`config.mk`:
```
export PLATFORM = sky130hd
export DESIGN_NAME = mitchell_antilog
export DESIGN_NICKNAME = d
export VERILOG_FILES = /design/src/rtl/mitchell_antilog.sv
export SDC_FILE = /design/constraint.sdc
export NUM_CORES = 1
export LEC_CHECK = 0
export CAP_MARGIN = 20
export CORE_ASPECT_RATIO = 1.25
export CORE_UTILIZATION = 44
export DETAILED_ROUTE_END_ITERATION = 10
export PLACE_DENSITY_LB_ADDON = 0.12
export SLEW_MARGIN = 20
export SYNTH_ARGS = -nofsm -noshare
export SYNTH_HDL_FRONTEND = slang
export SYNTH_SLANG_ARGS = --single-unit
```
`constraint.sdc`:
```
create_clock -name clk -period 1.35 [get_ports clk]
set_input_delay 0.27 -clock clk [delete_from_list [all_inputs] [get_ports clk]]
set_output_delay 0.27 -clock clk [all_outputs]
set_load 0.1 [all_outputs]
```
`src/rtl/mitchell_antilog.sv`:
```
// Mitchell antilog: rebuilds 2^k*(1+f/2^WIDTH_F) by shifting one bit per cycle; result after k+1 cycles
// (1 for zero/overflow). Result is held with out_valid until out_ready; new operands accepted only when idle.
module mitchell_antilog #(
    parameter int WIDTH_I = 16,
    parameter int WIDTH_F = WIDTH_I - 1,
    parameter int WIDTH_L = $clog2(2 * WIDTH_I),
    parameter int WIDTH_O = 2 * WIDTH_I,
    parameter int KMAX    = 2 * WIDTH_I - 2
) (
    input  logic               clk,
    input  logic               rst,
    input  logic               in_valid,
    output logic               in_ready,
    input  logic               in_zero,
    input  logic [WIDTH_L-1:0] in_char,
    input  logic [WIDTH_F-1:0] in_frac,
    output logic               out_valid,
    input  logic               out_ready,
    output logic [WIDTH_O-1:0] out,
    output logic               out_ovf
);

    localparam int ACC_W = WIDTH_F + 1 + KMAX;

    typedef enum logic [1:0] {IDLE, SHIFT, DONE} state_t;

    state_t             state_q, state_d;
    logic [ACC_W-1:0]   acc_q, acc_d;
    logic [WIDTH_L-1:0] cnt_q, cnt_d;
    logic               ovf_q, ovf_d;

    always_ff @(posedge clk) begin
        if (rst) begin
            state_q <= IDLE;
            acc_q   <= '0;
            cnt_q   <= '0;
            ovf_q   <= 1'b0;
        end else begin
            state_q <= state_d;
            acc_q   <= acc_d;
            cnt_q   <= cnt_d;
            ovf_q   <= ovf_d;
        end
    end

    always_comb begin
        state_d = state_q;
        acc_d   = acc_q;
        cnt_d   = cnt_q;
        ovf_d   = ovf_q;
        case (state_q)
            IDLE: begin
                if (in_valid) begin
                    if (in_zero) begin
                        acc_d   = '0;
                        ovf_d   = 1'b0;
                        state_d = DONE;
                    end else if (in_char > WIDTH_L'(KMAX)) begin
                        ovf_d   = 1'b1;
                        state_d = DONE;
                    end else begin
                        // Hidden leading one restored above the fraction.
                        acc_d   = {{KMAX{1'b0}}, 1'b1, in_frac};
                        cnt_d   = in_char;
                        ovf_d   = 1'b0;
                        state_d = (in_char == '0) ? DONE : SHIFT;
                    end
                end
            end
            SHIFT: begin
                acc_d = acc_q << 1;
                cnt_d = cnt_q - WIDTH_L'(1);
                if (cnt_q == WIDTH_L'(1)) begin
                    state_d = DONE;
                end
            end
            DONE: begin
                if (out_ready) begin
                    state_d = IDLE;
                end
            end
            default: state_d = IDLE;
        endcase
    end

    assign in_ready  = (state_q == IDLE) && !rst;
    assign out_valid = (state_q == DONE);
    assign out_ovf   = ovf_q;
    // Dropping the low WIDTH_F bits floors away the fractional part.
    assign out       = ovf_q ? {WIDTH_O{1'b1}} : WIDTH_O'(acc_q >> WIDTH_F);

endmodule

```
[After elaboration in Yosys (flattened, before gate mapping)]
Cells that the tools add are included.
Storage, ports and cells
  register bits: 54
  bits of input ports: 25
  output and inout bits: 35
  logic and storage cells: 42
Operators by class
  add/sub/neg operators: 1
  order comparisons: 1
  equal/unequal tests: 9
  mux-type cells: 18
  reductions and logical operators: 9
Operators with widths (number)
  $mux 46: 3
  $pmux 46 s2: 1
  $mux 32: 1
  $mux 5: 3
  $mux 2: 6
  $pmux 5 s2: 1
  $ne 2x2->1 const B: 4
  $pmux 2 s3: 1
  $reduce_and 3->1: 2
  $eq 5x1->1 const B: 1
  $gt 5x5->1 const B: 1
  $logic_not 5->1: 1
  $sub 5x1->5 const B: 1
  $reduce_and 4->1: 1
  $ne 3x3->1 const B: 1
  $eq 2x1->1 const B: 1
  $eq 2x2->1 const B: 1
  $logic_not 2->1: 1
  $mux 1: 2
  $ne 2x1->1 const B: 1
  $reduce_and 2->1: 1
  $reduce_bool 2->1: 1
  $logic_and 1x1->1: 1
  $logic_not 1->1: 1

[Longest topological paths before layout]
Gate-level depths: netlist (run 1).
  depth in word-level cells: 6
  gate-level depth with buffers: 7
  gate-level depth less buffers: 5

[Least setup slack after synthesis (run 1)]
OpenSTA, ideal clock, no wires.
  kind: in2out
  start: in rst
  end: out in_ready
  data arrival time: 2.736 ns
  required time: 1.080 ns
  path slack: -1.656 ns
  stages: 3
  path buffers: 2
  path through: clkbuf_1 clkbuf_1 nor3_1
On the way
  cells in the longest elaborated chain, start to end: 2
RTL lines
  start, declared: RTL line 11  | input logic rst,
  $logic_not 1->1: RTL line 86  | assign in_ready = (state_q == IDLE) && !rst;
  $logic_and 1x1->1: RTL line 86
  end, declared: RTL line 13  | output logic in_ready,
No other way between the ends.

[Worst setup path in the final report (run 1)]
  start: reg ovf_q (netlist: out_ovf)
  end: out out[15]
On the way
  cells in the longest elaborated chain, start to end: 1
RTL lines
  start, declared: RTL line 30  | logic ovf_q, ovf_d;
  start signal, assigned: RTL line 42  | ovf_q <= ovf_d;
  $mux 32: RTL line 90  | assign out = ovf_q ? {WIDTH_O{1'b1}} : WIDTH_O'(acc_q >> WIDTH_F);
  end, declared: RTL line 19  | output logic [WIDTH_O-1:0] out,
No other way between the ends.

==> results of run 1 <==
==> cells in the mapped netlist, types with 4 or more instances <==
library cell	instances	area, µm²
a211oi_1	14	105
a22oi_1	31	233
inv_1	4	15.0
nand2_1	8	30.0
nor2_1	53	199
nand3_1	4	20.0
a21oi_1	7	35.0
nor3_1	18	90.1
nor3b_1	15	113
dfxtp_1	54	1080
or2_2	31	194
clkbuf_1	12	45.0
buf_2	13	65.1
==> per-layer routing <==
metal	up-vias	part of all wire, %
met5	-	0
met4	0	2.4
met3	15	3.6
met2	85	55
met1	1219	39
li1	1219	-
==> state kept, by name, summed over array words and instances, names as in the netlist <==
| name | cells |
|---|---|
| acc_q | 46 |
| cnt_q | 5 |
| state_q | 2 |
| out_ovf | 1 |
==> power breakdown <==
group,leakage (nW),switching (W),internal (W),total (W)
Combinational,1.25,0.000693,0.000640,0.00133
Clock,0.0515,0.000543,0.000415,0.000958
Sequential,0.441,0.0000743,0.00167,0.00175
==> cell type report <==
class | count | area [µm²] | area share (%)
multi-input cells | 209 | 1710 | 37.9
repair buffers | 108 | 1520 | 33.7
clock inverters | 2 | 11.3 | 0.250
flip-flops and latches | 54 | 1090 | 24.1
well taps | 64 | 80.1 | 1.77
clock buffers | 6 | 82.6 | 1.83
inverters | 4 | 17.5 | 0.388
==> timing repair <==
| action | CTS | global route |
|---|---|---|
| pin swaps | 22 | 20 |
| resized for setup | 50 | 56 |
| endpoints found under the setup margin | 89 | 89 |
| buffers inserted | 13 | 3 |
| gates cloned | 2 | 3 |
| endpoints found under the hold margin | 0 | 0 |
==> worst reg2reg max path: stages, from the launching register on <==
cell	delay, ns
dfxtp_2	0.34
buf_6	0.11
o21bai_4	0.17
a41o_4	0.29
buf_12	0.18
a211oi_1	0.28
nor3_1	0.07
==> cells by family (layout without fill, tap and decap cells) <==
logic type | count (synthesis) | after routing | share of synthesized area (%)
AND/OR/NAND/NOR | 137 | 137 | 28.2
AO/OA/AOI/OAI | 70 | 70 | 21.7
flip-flops | 54 | 54 | 43.4
buffers and inverters | 31 | 120 | 5.63
adder cells (fa/ha/maj) | 2 | 2 | 1.00
==> worst max path at each step <==
| stage | to | cells after the start |
|---|---|---|
| 5_1_grt | acc_q[4] | 6 |
| 4_1_cts | out[15] | 3 |
| 2_1_floorplan | in_ready | 3 |
| 6_report | out[15] | 3 |
| 3_5_place_dp | state_q[1] | 5 |
| 3_3_place_gp | state_q[1] | 5 |
==> stage by stage <==
stage / setup TNS, ns / total power, W
floorplan: -0.286 / 0.00238
global placement: -20.87 / 0.00269
detailed placement: -21.29 / 0.00271
CTS: -11.30 / 0.00386
global route: -15.70 / 0.00419
finish: -12.01 / 0.00404
==> metrics.csv, run 1 <==
stage;metric;value;unit
final_layout;share of cells above drive strength 1;50.9;%
critical_path;crit path from;out_ovf;
sta;min cycle time layout;1.57;ns
yosys;Mapped Area;2490;µm²
critical_path;Reg2Reg Depth;6;
clock_tree;clock slew at reported path FFs;0.10;ns
sta;Fmax achieved;636;MHz
floorplan;Core ar.;5440;µm²
yosys;Cells after Synth;294;
critical_path;highest net fanout along the worst path;9;
critical_path;CP max stage cell;dfxtp_4;
floorplan;Initial Utilization;45.7;%
yosys;synthesized flop and latch total;54;
global_routing;initial antenna violation count;0;
clock_tree;CTS buffer count;5;
final_layout;Finished Layout Cells;447;
pwr;Leak;1.74;nW
detailed_routing;First DRT Iteration DRCs;153;
floorplan;Die Span Y;86.1;µm
critical_path;worst path arrival time;1.30;ns
clock_tree;TritonCTS clock tree;done;
detailed_routing;DRT Wirelength;7210;µm
place;routability cong.;0.880;
clock_tree;Clock Latency Late Sink;0.31;ns
place;DP Wirelength;3940;µm
critical_path;critical path's largest stage delay;0.40;ns
final_layout;nets;409;
critical_path;family with the most delay on the worst path;flip-flops;
final_layout;post-route cell area;4510;µm²
run;Max Cap Viol;0;
critical_path;worst path cell trace;buf_4 > or2_4 > buf_12;
yosys;Syn. warnings;0;
sta;Slew HR;78.0;%
sta;final worst slack;-0.222;ns
detailed_routing;DR DRC count;0;
clock_tree;CTS H-Tree Depth;2;
min_path;hold path endpoint;acc_q[7];
global_routing;vias in the first global route;2319;
critical_path;R2R Path Start;state_q[1];
min_path;hold depth;3;
detailed_routing;post-detailed-route wirelength per cell;16.1;µm
place;Placed Instances;421;
sta;RSZ-0062 raised after global routing;true;
critical_path;R2R Path End;acc_q[4];
global_routing;Most Crowded Layer GR;met2;
clock_tree;clock net sink count;54;
sta;Tcrit/Tclk final;116;%
global_routing;largest net degree at the start of global routing;47;
clock_tree;Root Buffer;clkbuf_8;
floorplan;num rows;30;
yosys;number of synthesized flops with an enable pin;0;
place;DP Area;3790;µm²
outcome;failing checks;setup timing;
global_routing;GRT met3 Usage;3.88;%
pwr;Pwr per Cell Area;895;nW/µm²
global_routing;total grt overflow;0;
final_layout;Core Util, Final;82.9;%
final_layout;Diodes inserted;0;
floorplan;Die W;69.3;µm
final_layout;Layout area overhead;81.3;%
critical_path;crit end category;output port;
sta;number of hold violations in the final report;0;
final_layout;most common cell after layout, fill and taps aside;dfxtp_1;
sta;number of setup violations in the final report;87;
critical_path;flop2flop setup slack;-0.19;ns
pwr;worst vdd ir;669;µV
final_layout;most frequent cells in the layout;dfxtp_1, nor2_1, buf_12;
clock_tree;clock buffer depth;2;
global_routing;total global routing track utilization;22.1;%
detailed_routing;total number of vias;2538;
clock_tree;hold_buf cts;0;
critical_path;CP Class;reg2out;
floorplan;die area;5970;µm²
yosys;Avg Inst Size Synth;8.47;µm²
detailed_routing;drt pass-1 iters;4;
final_layout;Fillers;289;
place;IO buf count;59;
sta;smallest hold slack;0.436;ns
yosys;Main synth FF type;dfxtp_1;
yosys;number of distinct library cells after synthesis;36;
global_routing;grt met2 use;40.2;%
floorplan;Ports;60;
yosys;post-synthesis sequential area ratio;43.4;%
global_routing;global-route wire length before repair;10600;µm
detailed_routing;post-route ant nets;0;
min_path;type of the most critical hold path;in2reg;
critical_path;Critical Path RT;1.08;ns
critical_path;Buf/Inv on CP;2;
critical_path;Startpoint Class;flop;
min_path;hold_sp;rst;
place;pre-CTS WS;-0.462;ns
outcome;run status;complete, but fails checks;
sta;clk_skew;0.00599;ns
yosys;FFs w/ async S/R, synth;0;%
sta;Slew Viols, Final;0;
yosys;Post-Syn Nets;321;
detailed_routing;Vias/cell;5.68;
global_routing;GR Util met1;25.7;%
sta;Slew @ Worst Pin;0.330;ns
Power figures use the tool's default switching activity.
==> inputs of run 2 (changes only) <==
--- a/config.mk
+++ b/config.mk
@@ -7,8 +7,9 @@
 export LEC_CHECK = 0
 export CAP_MARGIN = 20
 export CORE_ASPECT_RATIO = 1.25
-export CORE_UTILIZATION = 44
+export CORE_UTILIZATION = 53
 export DETAILED_ROUTE_END_ITERATION = 10
+export GPL_TIMING_DRIVEN = 1
 export PLACE_DENSITY_LB_ADDON = 0.12
 export SLEW_MARGIN = 20
 export SYNTH_ARGS = -nofsm -noshare
==> constraint.sdc (replaced) <==
create_clock -name clk -period 2 [get_ports clk]
set_input_delay 0.4 -clock clk [delete_from_list [all_inputs] [get_ports clk]]
set_output_delay 0.4 -clock clk [all_outputs]
set_load 0.1 [all_outputs]
==> run 2 against run 1 <==
Net effect:
- the run now ends clean
- setup slack gained 0.40 ns
- clock-buffer cell count is 1 lower
- hold slack improved by 0.034 ns
- power decreased by 41%
- non-clock buffer count down 33
- clock power down 35%
- sequential share of layout area rose by 5.6 points
- global-route usage grew 5.0 points
- die area decreased by 17%
- sequential cell count is the same
- largest power group unchanged
==> metrics.csv, run 2 (synthesized netlist as in run 1, its figures left out) <==
stage;metric;value;unit;change
final_layout;most common cell after layout, fill and taps aside;dfxtp_1;;
floorplan;die area;4980;µm²;-17%
final_layout;Diodes inserted;0;;unchanged
detailed_routing;Vias/cell;5.79;;+2.0%
sta;clk_skew;0.0126;ns;+0.00658 ns
global_routing;global-route wire length before repair;10700;µm;+1.2%
pwr;worst vdd ir;507;µV;-24%
detailed_routing;drt pass-1 iters;5;;+1
clock_tree;TritonCTS clock tree;done;;
floorplan;Ports;60;;unchanged
pwr;Pwr per Cell Area;653;nW/µm²;-27%
clock_tree;clock buffer depth;2;;unchanged
critical_path;Reg2Reg Depth;5;;-1
clock_tree;post_cts resized;0;;-100%
sta;RSZ-0062 raised after global routing;false;;
detailed_routing;DRT Wirelength;6290;µm;-13%
pwr;Seq pwr share;49.6;%;+6.3 points
run;Max Cap Viol;0;;unchanged
final_layout;Layout area overhead;45.9;%;
sta;Slew Viols, Final;0;;unchanged
sta;Slew @ Worst Pin;0.548;ns;+0.219 ns
final_layout;Top reg by flops;acc_q;;
sta;min cycle time layout;1.82;ns;
final_layout;most frequent cells in the layout;dfxtp_1, nor2_1, buf_12;;
floorplan;Die W;63.3;µm;-8.6%
detailed_routing;post-detailed-route wirelength per cell;15.4;µm;-4.5%
floorplan;Core ar.;4460;µm²;-18%
clock_tree;clock slew at reported path FFs;0.09;ns;about the same
clock_tree;hold_buf cts;0;;unchanged
sta;smallest hold slack;0.470;ns;+0.0340 ns
final_layout;max reg flops;46;;unchanged
place;DP Wirelength;4550;µm;+15%
pwr;Comb pwr share;24.3;%;-8.7 points
clock_tree;Root Buffer;clkbuf_8;;
clock_tree;CTS buffer count;5;;unchanged
min_path;hold depth;2;;-1
global_routing;total global routing track utilization;27.1;%;+5.0 points
floorplan;Die Span Y;78.6;µm;-8.7%
detailed_routing;post-route ant nets;0;;unchanged
sta;Tcrit/Tclk final;91.0;%;
clock_tree;Clock Latency Late Sink;0.31;ns;about the same
pwr;Clk pwr share;26.1;%;+2.4 points
clock_tree;CTS H-Tree Depth;2;;unchanged
min_path;type of the most critical hold path;reg2reg;;
global_routing;initial antenna violation count;0;;unchanged
place;IO buf count;59;;unchanged
critical_path;R2R Path End;acc_q[11];;
pwr;sw power;0.000748;W;-43%
critical_path;flop2flop setup slack;0.36;ns;+0.55 ns
detailed_routing;total number of vias;2363;;-6.9%
clock_tree;Post CTS Setup Buffer Count;0;;-13
sta;final worst slack;0.179;ns;+0.401 ns
floorplan;num rows;27;;-10%
clock_tree;clock net sink count;54;;unchanged
place;routability cong.;0.871;;-1.0%
critical_path;worst path arrival time;1.42;ns;+0.12 ns
min_path;hold path endpoint;acc_q[0];;
sta;number of hold violations in the final report;0;;unchanged
final_layout;nets;376;;-8.1%
floorplan;Initial Utilization;55.8;%;+10 points
final_layout;share of cells above drive strength 1;27.7;%;-23 points
place;pre-CTS WS;-0.0110;ns;+0.451 ns
critical_path;CP Class;reg2out;;
global_routing;total grt overflow;0;;unchanged
global_routing;largest net degree at the start of global routing;56;;+19%
sta;Fmax achieved;549;MHz;
sta;Final TNS setup;0;ns;+12.01 ns
global_routing;vias in the first global route;2273;;-2.0%
pwr;Internal;0.00162;W;-41%
sta;number of setup violations in the final report;0;;-100%
critical_path;Startpoint Class;flop;;
pwr;Leak;1.46;nW;-16%
pwr;switching part of the total power;31.6;%;-0.88 points
detailed_routing;First DRT Iteration DRCs;149;;-2.6%
final_layout;Fillers;282;;-2.4%
detailed_routing;DR DRC count;0;;unchanged
critical_path;Critical Path RT;1.60;ns;+0.52 ns
final_layout;top flop regs;acc_q (46), cnt_q (5), state_q (2);;
sta;Slew HR;63.4;%;-15 points
min_path;hold_sp;acc_q[0];;
critical_path;R2R Path Start;state_q[0];;
critical_path;highest net fanout along the worst path;34;;+25
outcome;run status;complete, no violations;;
critical_path;crit end category;output port;;
==> run 2: changes by cell type in the layout (fill, tap and decap cells not counted), sizes merged <==
cell | previous run | this run
buf | 83 | 52
clkbuf | 8 | 5
clkinvlp | 0 | 2
dlymetal6s2s | 2 | 0
clkdlybuf4s50 | 17 | 23
dlygate4sd2 | 4 | 0
clkinv | 1 | 0
==> run 2: area by class of cell <==
type	count	area (µm²)	area share (%)
Multi-Input combinational cell	209	1290	35.5
Sequential cell	54	1080	29.8
Timing Repair Buffer	75	1080	29.8
Tap cell	58	72.6	2.00
Clock buffer	5	68.8	1.89
Clock inverter	3	23.8	0.654
Inverter	4	15.0	0.413
==> run 2: metrics by stage <==
step	cells	power (W)	cell area [µm²]	util [%]
after global placement	400	0.00175	3540	79.4
after CTS	408	0.00238	3630	81.5
final	408	0.00237	3630	81.5
after detailed placement	400	0.00177	3540	79.4
after floorplan	294	0.00156	2500	-
after global routing	408	0.00248	3630	81.5
==> run 2: critical path, cell delays in order, from the launching register on <==
cell and delay, ns:
dfxtp_2 0.68, or2_2 0.25, buf_12 0.18
==> run 2: power groups by stage <==
stage / logic, W / clock network, W / registers (W)
final: 0.000575 / 0.000620 / 0.00118
after global routing: 0.000625 / 0.000674 / 0.00118
after CTS: 0.000576 / 0.000632 / 0.00118
after detailed placement: 0.000573 / 0 / 0.00120
after global placement: 0.000557 / 0 / 0.00120
after floorplan: 0.000379 / 0 / 0.00118
==> run 2: how the worst max path moves through the flow <==
stage,from,to,slack [ns],depth (start not counted)
after floorplan,rst,in_ready,-0.006,3
after CTS,out_ovf,out[26],0.16,2
after global routing,out_ovf,out[26],0.08,2
after detailed placement,in_char[1],acc_q[39],-0.01,6
after global placement,in_char[1],state_q[1],0.02,5
final,out_ovf,out[26],0.18,2
==> run 2: routing by layer <==
layer / vias to the layer above / GRT usage [%] / share of wire (%)
li1: 1152 / - / -
met1: 1138 / 32.4 / 39
met2: 67 / 49.1 / 55
met5: - / 0 / 0
met3: 6 / 4.36 / 4.2
met4: 0 / 8.18 / 1.1
==> inputs of run 3 (changes only) <==
--- a/config.mk
+++ b/config.mk
@@ -8,9 +8,10 @@
 export CAP_MARGIN = 20
 export CORE_ASPECT_RATIO = 1.25
 export CORE_UTILIZATION = 53
+export CTS_CLUSTER_SIZE = 24
 export DETAILED_ROUTE_END_ITERATION = 10
 export GPL_TIMING_DRIVEN = 1
-export PLACE_DENSITY_LB_ADDON = 0.12
+export PLACE_DENSITY = 0.85
 export SLEW_MARGIN = 20
 export SYNTH_ARGS = -nofsm -noshare
 export SYNTH_HDL_FRONTEND = slang
==> run 3 against run 2 <==
Net effect:
- maximum frequency rose by 0.37%
- combinational power barely moved
- power rose by 4.4%
- hold slack got worse by 0.0018 ns
- wire length rose by 1.1%
- final cell count fell by 0.98%
- sequential cell count did not move
- global-route usage rose by 0.062 points
- first-iteration DRC count rose by 36%
- register-to-register slack got worse by 0.09 ns
- setup slack improved by 0.0066 ns
- critical endpoint is now out[13]
- largest cell class unchanged
- highest routed layer unchanged
==> metrics.csv, run 3 (synthesized netlist as in run 1, its figures left out) <==
stage;metric;value;unit;change
outcome;run status;complete, no violations;;
detailed_routing;post-route ant nets;0;;unchanged
floorplan;die area;4980;µm²;unchanged
final_layout;post-route cell area;3640;µm²;+0.28%
sta;min cycle time layout;1.81;ns;-0.00663 ns
sta;Slew @ Worst Pin;0.547;ns;-0.00131 ns
clock_tree;Post CTS Setup Buffer Count;0;;unchanged
final_layout;share of cells above drive strength 1;26.9;%;-0.84 points
detailed_routing;DRT Wirelength;6360;µm;+1.1%
clock_tree;Clock Latency Late Sink;0.30;ns;about the same
detailed_routing;total number of vias;2344;;-0.80%
clock_tree;clock net sink count;54;;unchanged
critical_path;worst path arrival time;1.41;ns;about the same
pwr;Leak;1.47;nW;+0.26%
sta;Slew HR;63.5;%;+0.087 points
sta;Fmax achieved;551;MHz;+0.37%
detailed_routing;post-detailed-route wirelength per cell;15.7;µm;+2.1%
final_layout;Top reg by flops;acc_q;;
sta;number of setup violations in the final report;0;;unchanged
final_layout;most common cell after layout, fill and taps aside;dfxtp_1;;
global_routing;global-route wire length before repair;10800;µm;+0.84%
clock_tree;Root Buffer;clkbuf_8;;
clock_tree;hold_buf cts;0;;unchanged
final_layout;most frequent cells in the layout;dfxtp_1, nor2_1, buf_12;;
sta;Final TNS setup;0;ns;unchanged
floorplan;num rows;27;;unchanged
final_layout;top flop regs;acc_q (46), cnt_q (5), state_q (2);;
critical_path;CP Class;reg2out;;
place;routability cong.;0.874;;+0.40%
final_layout;Diodes inserted;0;;unchanged
critical_path;highest net fanout along the worst path;34;;unchanged
detailed_routing;drt pass-1 iters;5;;unchanged
sta;clk_skew;0.00556;ns;-0.00701 ns
floorplan;Die W;63.3;µm;unchanged
pwr;post-layout total power;0.00248;W;+4.4%
global_routing;initial antenna violation count;0;;unchanged
min_path;type of the most critical hold path;reg2reg;;
detailed_routing;First DRT Iteration DRCs;202;;+36%
pwr;worst vdd ir;542;µV;+6.9%
final_layout;nets;373;;-0.80%
clock_tree;CTS H-Tree Depth;2;;unchanged
clock_tree;TritonCTS clock tree;done;;
global_routing;total grt overflow;0;;unchanged
clock_tree;CTS buffer count;5;;unchanged
detailed_routing;DR DRC count;0;;unchanged
global_routing;vias in the first global route;2276;;+0.13%
pwr;Pwr per Cell Area;680;nW/µm²;+4.2%
critical_path;Startpoint Class;flop;;
global_routing;total global routing track utilization;27.2;%;+0.062 points
floorplan;Core ar.;4460;µm²;unchanged
run;Max Cap Viol;0;;unchanged
clock_tree;clock slew at reported path FFs;0.09;ns;about the same
floorplan;Ports;60;;unchanged
sta;RSZ-0062 raised after global routing;false;;
place;DP Wirelength;4430;µm;-2.6%
critical_path;Critical Path RT;1.60;ns;about the same
sta;Slew Viols, Final;0;;unchanged
final_layout;Core Util, Final;81.7;%;+0.22 points
detailed_routing;Vias/cell;5.80;;+0.18%
global_routing;largest net degree at the start of global routing;35;;-38%
place;IO buf count;59;;unchanged
final_layout;Layout area overhead;46.3;%;
sta;smallest hold slack;0.468;ns;-0.00183 ns
place;DP Area;3530;µm²;-0.28%
final_layout;max reg flops;46;;unchanged
clock_tree;clock buffer depth;2;;unchanged
sta;Tcrit/Tclk final;90.7;%;-0.33 points
clock_tree;post_cts resized;0;;unchanged
sta;number of hold violations in the final report;0;;unchanged
floorplan;Initial Utilization;55.8;%;unchanged
floorplan;Die Span Y;78.6;µm;unchanged
critical_path;crit end category;output port;;
==> run 3: cell types whose count changed in the layout (fill, tap and decap cells not counted), sizes merged <==
cell / previous run / this run
clkinvlp: 2 / 0
clkbuf: 5 / 6
buf: 52 / 49
inv: 5 / 4
bufinv: 0 / 1
==> run 3: per-layer routing <==
layer | share of wire, % | wire (µm) | vias to the layer above | track usage [%]
met3 | 5.1 | 327 | 10 | 5.52
met1 | 41 | 2580 | 1099 | 33.3
met5 | 0 | 0 | - | 0
met4 | 1.5 | 98 | 0 | 9.09
li1 | - | - | 1143 | -
met2 | 53 | 3350 | 92 | 47.0
==> run 3: cell type report <==
| class | instances | area [µm²] |
|---|---|---|
| clock inverters | 1 | 30.0 |
| inverters | 4 | 15.0 |
| well taps | 58 | 72.6 |
| multi-input cells | 209 | 1290 |
| repair buffers | 72 | 1070 |
| clock buffers | 6 | 82.6 |
| flip-flops and latches | 54 | 1080 |
| fillers | 264 | 816 |
==> run 3: per-stage QoR <==
step,std cells,setup WS [ns]
global placement,397,0.000959
detailed placement,397,-0.0443
floorplan,294,-0.00612
CTS,404,0.167
global route,404,0.0936
finish,404,0.186
==> run 3: power breakdown <==
| group | leakage, nW | internal, W | total [W] | switching [W] |
|---|---|---|---|---|
| logic | 0.969 | 0.000240 | 0.000574 | 0.000334 |
| registers | 0.440 | 0.00113 | 0.00118 | 0.0000456 |
| clock network | 0.0573 | 0.000401 | 0.000727 | 0.000326 |
==> run 3: worst paths after layout <==
| kind | endpoint | cells after the start | slack, ns | from |
|---|---|---|---|---|
| hold reg to reg | acc_q[0] | 2 | 0.47 | acc_q[0] |
| hold / removal | acc_q[0] | 2 | 0.47 | acc_q[0] |
| setup / recovery | out[13] | 2 | 0.19 | out_ovf |
| setup reg to reg | acc_q[35] | 5 | 0.27 | state_q[0] |
==> run 3: critical path, cell delays in order, from the launching register on <==
cell     delay (ns)
dfxtp_2        0.69
or2_2          0.25
buf_12         0.18
